`src/rtl/scratchpad_bus_arbiter.sv`:
```
// scratchpad_bus_arbiter
//   Round-robin 2:1 arbiter in front of the SoC scratchpad. m0 is the CPU and m1 is the
//   debug/UART loader. Only one transaction is in flight at a time. A watchdog completes the
//   requester handshake with ERR_DATA if the memory never answers.
//
//   state   | meaning
//   --------+---------------------------------------------------------------
//   S_IDLE  | no transaction; pick a winner and latch its request
//   S_GRANT | o_mem_valid high, waiting for i_mem_ready or the watchdog
//   S_RESP  | one-cycle o_mN_ready pulse to the granted requester
//
// Ports
//   i_clk, i_rst                      clock, synchronous active-high reset
//   i_mN_valid/we/addr/wdata/wstrb    requester N request (N=0,1)
//   o_mN_ready, o_mN_rdata            requester N completion pulse and read data
//   o_mem_valid/we/addr/wdata/wstrb   registered request to the scratchpad
//   i_mem_ready, i_mem_rdata          scratchpad completion and read data
//   o_timeout                         one-cycle pulse when the watchdog fires
module scratchpad_bus_arbiter #(
  parameter int unsigned ADDR_W   = 32,
  parameter int unsigned TIMEOUT  = 1024,
  parameter logic [31:0] ERR_DATA = 32'hDEADBEEF
) (
  input  logic              i_clk,
  input  logic              i_rst,
  input  logic              i_m0_valid,
  input  logic              i_m0_we,
  input  logic [ADDR_W-1:0] i_m0_addr,
  input  logic [31:0]       i_m0_wdata,
  input  logic [3:0]        i_m0_wstrb,
  output logic              o_m0_ready,
  output logic [31:0]       o_m0_rdata,
  input  logic              i_m1_valid,
  input  logic              i_m1_we,
  input  logic [ADDR_W-1:0] i_m1_addr,
  input  logic [31:0]       i_m1_wdata,
  input  logic [3:0]        i_m1_wstrb,
  output logic              o_m1_ready,
  output logic [31:0]       o_m1_rdata,
  output logic              o_mem_valid,
  output logic              o_mem_we,
  output logic [ADDR_W-1:0] o_mem_addr,
  output logic [31:0]       o_mem_wdata,
  output logic [3:0]        o_mem_wstrb,
  input  logic              i_mem_ready,
  input  logic [31:0]       i_mem_rdata,
  output logic              o_timeout
);

  localparam int unsigned CNT_W = (TIMEOUT > 2) ? $clog2(TIMEOUT) : 1;
  localparam bit WD_EN = (TIMEOUT != 0);
  localparam logic [CNT_W-1:0] CNT_LAST = WD_EN ? CNT_W'(TIMEOUT - 1) : '0;

  typedef enum logic [1:0] {S_IDLE, S_GRANT, S_RESP} state_t;

  state_t            r_state;
  state_t            w_next_state;
  logic              r_last_grant;
  logic              r_grant;
  logic [CNT_W-1:0]  r_cnt;
  logic              r_timeout;
  logic              r_mem_we;
  logic [ADDR_W-1:0] r_mem_addr;
  logic [31:0]       r_mem_wdata;
  logic [3:0]        r_mem_wstrb;
  logic [31:0]       r_m0_rdata;
  logic [31:0]       r_m1_rdata;

  logic              w_load;
  logic              w_sel;
  logic              w_done;
  logic              w_fire;
  logic [31:0]       w_rsp_data;

  always_comb begin
    w_next_state = r_state;
    w_load       = 1'b0;
    w_sel        = 1'b0;
    w_done       = 1'b0;
    w_fire       = 1'b0;
    o_mem_valid  = 1'b0;
    o_m0_ready   = 1'b0;
    o_m1_ready   = 1'b0;
    case (r_state)
      S_IDLE: begin
        if (i_m0_valid || i_m1_valid) begin
          w_load = 1'b1;
          // On a tie the requester that did not win last time goes first.
          if (i_m0_valid && i_m1_valid) w_sel = ~r_last_grant;
          else                          w_sel = i_m1_valid;
          w_next_state = S_GRANT;
        end
      end
      S_GRANT: begin
        o_mem_valid = 1'b1;
        // A ready arriving on the last watchdog cycle still counts as a normal completion.
        if (i_mem_ready) begin
          w_done       = 1'b1;
          w_next_state = S_RESP;
        end else if (WD_EN && (r_cnt == CNT_LAST)) begin
          w_fire       = 1'b1;
          w_next_state = S_RESP;
        end
      end
      S_RESP: begin
        o_m0_ready   = ~r_grant;
        o_m1_ready   = r_grant;
        w_next_state = S_IDLE;
      end
      default: w_next_state = S_IDLE;
    endcase
  end

  assign w_rsp_data = r_mem_we ? 32'h0 : (w_done ? i_mem_rdata : ERR_DATA);

  always_ff @(posedge i_clk) begin
    if (i_rst) begin
      r_state      <= S_IDLE;
      r_last_grant <= 1'b1;
      r_grant      <= 1'b0;
      r_cnt        <= '0;
      r_timeout    <= 1'b0;
      r_mem_we     <= 1'b0;
      r_mem_addr   <= '0;
      r_mem_wdata  <= '0;
      r_mem_wstrb  <= '0;
      r_m0_rdata   <= '0;
      r_m1_rdata   <= '0;
    end else begin
      r_state   <= w_next_state;
      r_timeout <= w_fire;
      r_cnt     <= ((r_state == S_GRANT) && (w_next_state == S_GRANT)) ? r_cnt + 1'b1 : '0;
      if (w_load) begin
        r_grant      <= w_sel;
        r_last_grant <= w_sel;
        r_mem_we     <= w_sel ? i_m1_we    : i_m0_we;
        r_mem_addr   <= w_sel ? i_m1_addr  : i_m0_addr;
        r_mem_wdata  <= w_sel ? i_m1_wdata : i_m0_wdata;
        r_mem_wstrb  <= w_sel ? i_m1_wstrb : i_m0_wstrb;
      end
      if (w_done || w_fire) begin
        if (r_grant) r_m1_rdata <= w_rsp_data;
        else         r_m0_rdata <= w_rsp_data;
      end
    end
  end

  assign o_mem_we    = r_mem_we;
  assign o_mem_addr  = r_mem_addr;
  assign o_mem_wdata = r_mem_wdata;
  assign o_mem_wstrb = r_mem_wstrb;
  assign o_m0_rdata  = r_m0_rdata;
  assign o_m1_rdata  = r_m1_rdata;
  assign o_timeout   = r_timeout;

endmodule

```
`config.mk`:
```
export PLATFORM = sky130hd
export DESIGN_NAME = scratchpad_bus_arbiter
export DESIGN_NICKNAME = d
export VERILOG_FILES = /design/src/rtl/scratchpad_bus_arbiter.sv
export SDC_FILE = /design/constraint.sdc
export NUM_CORES = 1
export LEC_CHECK = 0
export ABC_AREA = 1
export BUFFER_PORTS_ARGS = -buffer_cell sky130_fd_sc_hd__buf_2
export CAP_MARGIN = 20
export CORE_ASPECT_RATIO = 1.75
export CORE_MARGIN = 2
export CORE_UTILIZATION = 45
export DETAILED_ROUTE_END_ITERATION = 8
export GPL_TIMING_DRIVEN = 1
export PLACE_DENSITY = 0.75
export SLEW_MARGIN = 20
export SYNTH_ARGS = -nofsm -noshare
export SYNTH_HDL_FRONTEND = slang
export SYNTH_SLANG_ARGS = --single-unit
export TNS_END_PERCENT = 30
```
`constraint.sdc`:
```
create_clock -name i_clk -period 2 [get_ports i_clk]
set_clock_uncertainty 0.1 [all_clocks]
set_input_delay 0.1 -clock i_clk [delete_from_list [all_inputs] [get_ports i_clk]]
set_output_delay 0.1 -clock i_clk [all_outputs]
set_load 0.005 [all_outputs]
```
; After elaboration in Yosys (flattened, before gate mapping)
; Cells that the tools add are included.
[word_totals]
ff_bits = 148
elab_cells = 50
output_inout_bits = 137
[classes]
addsub = 1
n_bitwise = 3
n_reduce_logical = 8
eq_ne = 4
mux = 23
[ops]
columns = op, count
row1 = $mux 32, 4
row2 = $mux 1, 14
row3 = $add 10x1->10 const B, 1
row4 = $eq 10x10->1 const B, 1
row5 = $mux 2, 3
row6 = $eq 2x1->1 const B, 2
row7 = $mux 4, 1
row8 = $pmux 2 s2, 1
row9 = $reduce_and 2->1, 2
row10 = $not 1->1, 3
row11 = $eq 2x2->1 const B, 1
row12 = $logic_and 1x1->1, 2
row13 = $logic_not 2->1, 1
row14 = $logic_or 1x1->1, 2
row15 = $reduce_or 2->1, 1

; Longest topological paths before layout
[depth]
ltp_word = 8
depth_mapped = 10

; Least setup slack after synthesis
; OpenSTA, ideal clock, no wires.
[synth_timing]
path_type = register to register
start = register r_cnt[0]
end = register r_m0_rdata[13], in the netlist o_m0_rdata[13]
path_buffers = 1
path_slack_ns = 0.425
synth_period_minus_slack_ns = 1.575
required_time_ns = 1.787
arrival_time_ns = 1.362
stages_incl_launch_ff = 10
cell_sequence = dfxtp_1 -> ha_1 -> nand2_1 -> nor2_4 -> nand3_4 -> nand2_4 -> nand3_4 -> clkbuf_1 -> nor2_1 -> nor2_1
[synth_between]
elab_chain_len = 6
[synth_rtl]
columns = element, line_no
row1 = from (decl), 60  ; logic [CNT_W-1:0] r_cnt;
row2 = from (signal assigned), 132  ; r_cnt <= ((r_state == S_GRANT) && (w_next_state == S_GRANT)) ? r_cnt + 1'b1 : '0;
row3 = $eq 10x10->1, 100  ; end else if (WD_EN && (r_cnt == CNT_LAST)) begin
row4 = $mux 1, 100
row5 = $mux 1, 97  ; if (i_mem_ready) begin
row6 = $mux 1, 84  ; case (r_state)
row7 = $logic_or 1x1->1, 141  ; if (w_done || w_fire) begin
row8 = $reduce_and 2->1 (no line), -
row9 = to (signal assigned), 143  ; else r_m0_rdata <= w_rsp_data;
row10 = to (decl), 66  ; logic [31:0] r_m0_rdata;
; Every way passes these cells.
; A chain may end at the register's enable or synchronous reset.

; Final worst setup path
[layout_timing]
start = register r_state[1]
end = register r_mem_addr[30], in the netlist o_mem_addr[30]
[layout_between]
elab_chain_len = 3
[layout_rtl]
columns = element, line_no
row1 = from (decl), 56  ; state_t r_state;
row2 = from (signal assigned), 130  ; r_state <= w_next_state;
row3 = $logic_not 2->1 *, 84
row4 = $mux 1, 84
row5 = $mux 32, 137  ; r_mem_addr <= w_sel ? i_m1_addr : i_m0_addr;
row6 = to (signal assigned), 137
row7 = to (decl), 63  ; logic [ADDR_W-1:0] r_mem_addr;
; Mark *: on every way between the ends. The rest lies on a longest branch, timed or not.

==> out/results.ini <==
[grt]
grt_pass1_wl_um=44500
grt_max_degree=60
gr-total-overflow=0
grt_antenna_before_repair=0
grt_pass1_vias=9400
groute.usage.overall_pct=30.9

[worst_setup_path]
reg2reg_depth=7
crit_family=simple AND/OR/NAND/NOR gates
timing.rr.start=r_state[1]
timing.critical_path.from_type=flip-flop
worst_path_max_delay_cell=sky130_fd_sc_hd__dfxtp_1
critical_path.max_fanout=59
cp.buffers_inverters=3
arrival_ps=2080
critical_path.max_stage_delay_ps=350
criticalPathCategory=reg2reg
critical_path.endpoint_type=flip-flop
worst_r2r_endpoint=o_mem_addr[30]
cp_cell_sequence=nor2_2, nand3_4, buf_12, nand2_1, inv_1, o31ai_1, inv_1
crit_top_cell=sky130_fd_sc_hd__inv_1
r2r_setup_slack_ps=120
worstPathRequired_ps=2200

[die]
die_x_um=103
ioPinCount=312
die_y_um=178
design.core.area_sq_um=16900
rows=63
design.die.area_sq_um=18400
start_util_pct=45.9

[final_layout]
synthToLayoutAreaGrowth_pct=51.9
filler_cell_count=1261
post_route_cells_drive_above_1_share_pct=22.4
nets=1876
insertedDiodeCount=0

[synthesis]
yosys_register_bits=148
synthesis.yosys.warnings=0
synth_top_cells_by_area=sky130_fd_sc_hd__dfxtp_1 38%, sky130_fd_sc_hd__inv_1 19%, sky130_fd_sc_hd__nand2_1 11%
synthesis.area_per_instance_sq_um=6.21
syn-cell-area_sq_um=7780
synthCells=1253
synth_nets=1429
netlist-cell-type-count=27
post-synth-top-area-fraction_pct=38.1
synth.largest_area_cell=sky130_fd_sc_hd__dfxtp_1
yosysSeqAreaShare_pct=38.1

[drt]
route.final.wire_length_um=28900
first_iter_violations=390
route.vias.total=9386
detail_route.vias_per_cell=4.84
routedWlPerCell_um=14.9
postRouteAntennaNets=0
drc=0
drt_first_pass_iters=5

[placed_design]
place_congestion=0.861
port-buffer-count=311
hpwlAfterDp_um=16500

[job]
max_cap_violations=0

[timing]
hold_slack_ps=24.3
finalCritPeriodShare_pct=94.2
slew_headroom_pct=50.7
worst_slew_pin_slew_ps=736
timing.fmax_ghz=0.531
finalCriticalPeriod_ps=1880
setup_repair_after_global_routing_missed_its_margin=no
timing.final.hold_violations=0
setup_tns_ps=0
final_setup_violations=0
timing.final.max_slew_violations=0

[power_and_ir_drop]
overall_power_mw=8.89
p_leak_nw=7.15
cellPowerDensity_nw_per_um2=753
max-vdd-ir-drop_mv=0.513

[clocking]
cts_max_level=4
clockBufferDepth=2
numCtsBuffers=17
clk_transition_reported_paths_ps=70
clkSinkCount=148
source_to_sink_clock_delay_at_the_later_pin_of_the_worst_skew_pair_ps=420
clock_tree.root_cell=sky130_fd_sc_hd__clkbuf_16
tritoncts=yes

[hold_path]
min-delay-path-class=in2reg
hold_path_origin=i_mem_rdata[25]
min_path_cells=7
whs_endpoint=o_m1_rdata[25]

[outcome]
status=completed

==> worst min-delay path, cell delays in order <==
cell	delay (ps)
sky130_fd_sc_hd__buf_2	80
sky130_fd_sc_hd__inv_1	30
sky130_fd_sc_hd__nand2_1	50
sky130_fd_sc_hd__nand2_1	60
sky130_fd_sc_hd__nand4_1	80
sky130_fd_sc_hd__nand2_1	40
sky130_fd_sc_hd__nor2_1	70
==> routing by layer <==
metal	vias up	track usage, %	wire length, um
met2	571	52.2	14300
met1	4104	31.2	10000
met5	-	0	0
li1	4529	-	-
met3	182	8.94	2240
met4	0	23.2	2320
==> cell type report <==
class / instances / area (sq um) / area share (%)
sequential: 148 / 2960 / 25.1
inverter: 401 / 1510 / 12.7
timing repair buffer: 499 / 3440 / 29.2
multi-input combinational: 633 / 3010 / 25.5
tap: 227 / 284 / 2.40
clock inverter: 12 / 155 / 1.31
clock buffer: 20 / 447 / 3.78
==> worst max path at each step <==
stage,startpoint,to,slack [ps],depth (start not counted)
after floorplan,r_cnt[0],o_m0_rdata[13],430,9
after global placement,r_cnt[0],o_m0_rdata[15],240,10
after detailed placement,r_cnt[0],o_m0_rdata[16],160,10
after CTS,r_cnt[0],o_m0_rdata[18],110,10
after global routing,i_mem_ready,r_cnt[3],20,6
final,r_state[1],o_mem_addr[30],120,7
==> logic make-up after synthesis <==
| kind of cell | Yosys count | share of synthesized area [%] |
|---|---|---|
| flops | 148 | 38.1 |
| compound gates | 162 | 13.0 |
| xor+xnor | 3 | 0.338 |
| buf+inv | 472 | 23.5 |
| simple gates | 467 | 24.8 |
| fa+ha+maj | 1 | 0.161 |
==> flip-flops by register name, indices dropped and copies added (netlist names) <==
name,flops
o_m0_rdata,32
o_m1_rdata,32
o_mem_addr,32
o_mem_wdata,32
o_mem_we,1
o_mem_wstrb,4
o_timeout,1
r_cnt,10
r_grant,1
r_last_grant,1
r_state,2
==> Yosys cell counts <==
library cell	n
sky130_fd_sc_hd__nand2_1	228
sky130_fd_sc_hd__nor3_1	4
sky130_fd_sc_hd__nor2_1	184
sky130_fd_sc_hd__nor2_4	3
sky130_fd_sc_hd__nor3b_1	3
sky130_fd_sc_hd__dfxtp_1	148
sky130_fd_sc_hd__clkinv_1	1
sky130_fd_sc_hd__buf_1	1
sky130_fd_sc_hd__nand4_1	26
sky130_fd_sc_hd__nand3b_1	1
sky130_fd_sc_hd__o21ai_2	1
sky130_fd_sc_hd__a21oi_1	79
sky130_fd_sc_hd__o21ai_0	2
sky130_fd_sc_hd__xor2_1	3
sky130_fd_sc_hd__buf_4	4
sky130_fd_sc_hd__ha_1	1
sky130_fd_sc_hd__nor2_2	1
sky130_fd_sc_hd__o31ai_1	80
sky130_fd_sc_hd__clkbuf_1	36
sky130_fd_sc_hd__nand2_4	1
sky130_fd_sc_hd__buf_2	29
sky130_fd_sc_hd__or2_2	1
sky130_fd_sc_hd__nand2_2	1
sky130_fd_sc_hd__nand3_4	3
sky130_fd_sc_hd__buf_6	1
sky130_fd_sc_hd__nand3_1	11
sky130_fd_sc_hd__inv_1	400
==> through the flow <==
step | std cells | utilization [%] | setup slack, ps | area [sq um]
2_1_floorplan | 1253 | - | 425 | 7780
6_report | 1940 | 69.7 | 115 | 11800
3_5_place_dp | 1749 | 56.7 | 159 | 9610
5_1_grt | 1940 | 69.7 | 23.6 | 11800
3_3_place_gp | 1749 | 56.7 | 238 | 9610
4_1_cts | 1940 | 69.6 | 112 | 11800
==> where the power goes <==
group	internal (mW)	total [mW]	switching (mW)	leakage, nW
registers	3.22	3.38	0.163	1.22
logic	0.956	2.20	1.25	5.64
clock network	2.00	3.31	1.31	0.290
total	6.18	8.89	2.72	7.15
==> cell usage in the layout (no fill, tap or decap), types with 4 or more instances in the layout <==
cell / synthesis / final
sky130_fd_sc_hd__a21oi_1: 79 / 79
sky130_fd_sc_hd__buf_12: 0 / 6
sky130_fd_sc_hd__buf_2: 29 / 311
sky130_fd_sc_hd__buf_4: 4 / 22
sky130_fd_sc_hd__clkbuf_16: 0 / 17
sky130_fd_sc_hd__dfxtp_1: 148 / 148
sky130_fd_sc_hd__dlygate4sd3_1: 0 / 159
sky130_fd_sc_hd__inv_1: 400 / 399
sky130_fd_sc_hd__nand2_1: 228 / 228
sky130_fd_sc_hd__nand3_1: 11 / 10
sky130_fd_sc_hd__nand3_4: 3 / 4
sky130_fd_sc_hd__nand4_1: 26 / 26
sky130_fd_sc_hd__nor2_1: 184 / 184
sky130_fd_sc_hd__nor3_1: 4 / 4
sky130_fd_sc_hd__o31ai_1: 80 / 80
==> timing repair <==
action,CTS,global route
endpoints found under the setup margin,0,9
hold buffers,159,0
endpoints found under the hold margin,111,0
setup buffers,0,0
gates resized for setup,0,2
(Power assumes the default switching activity.)
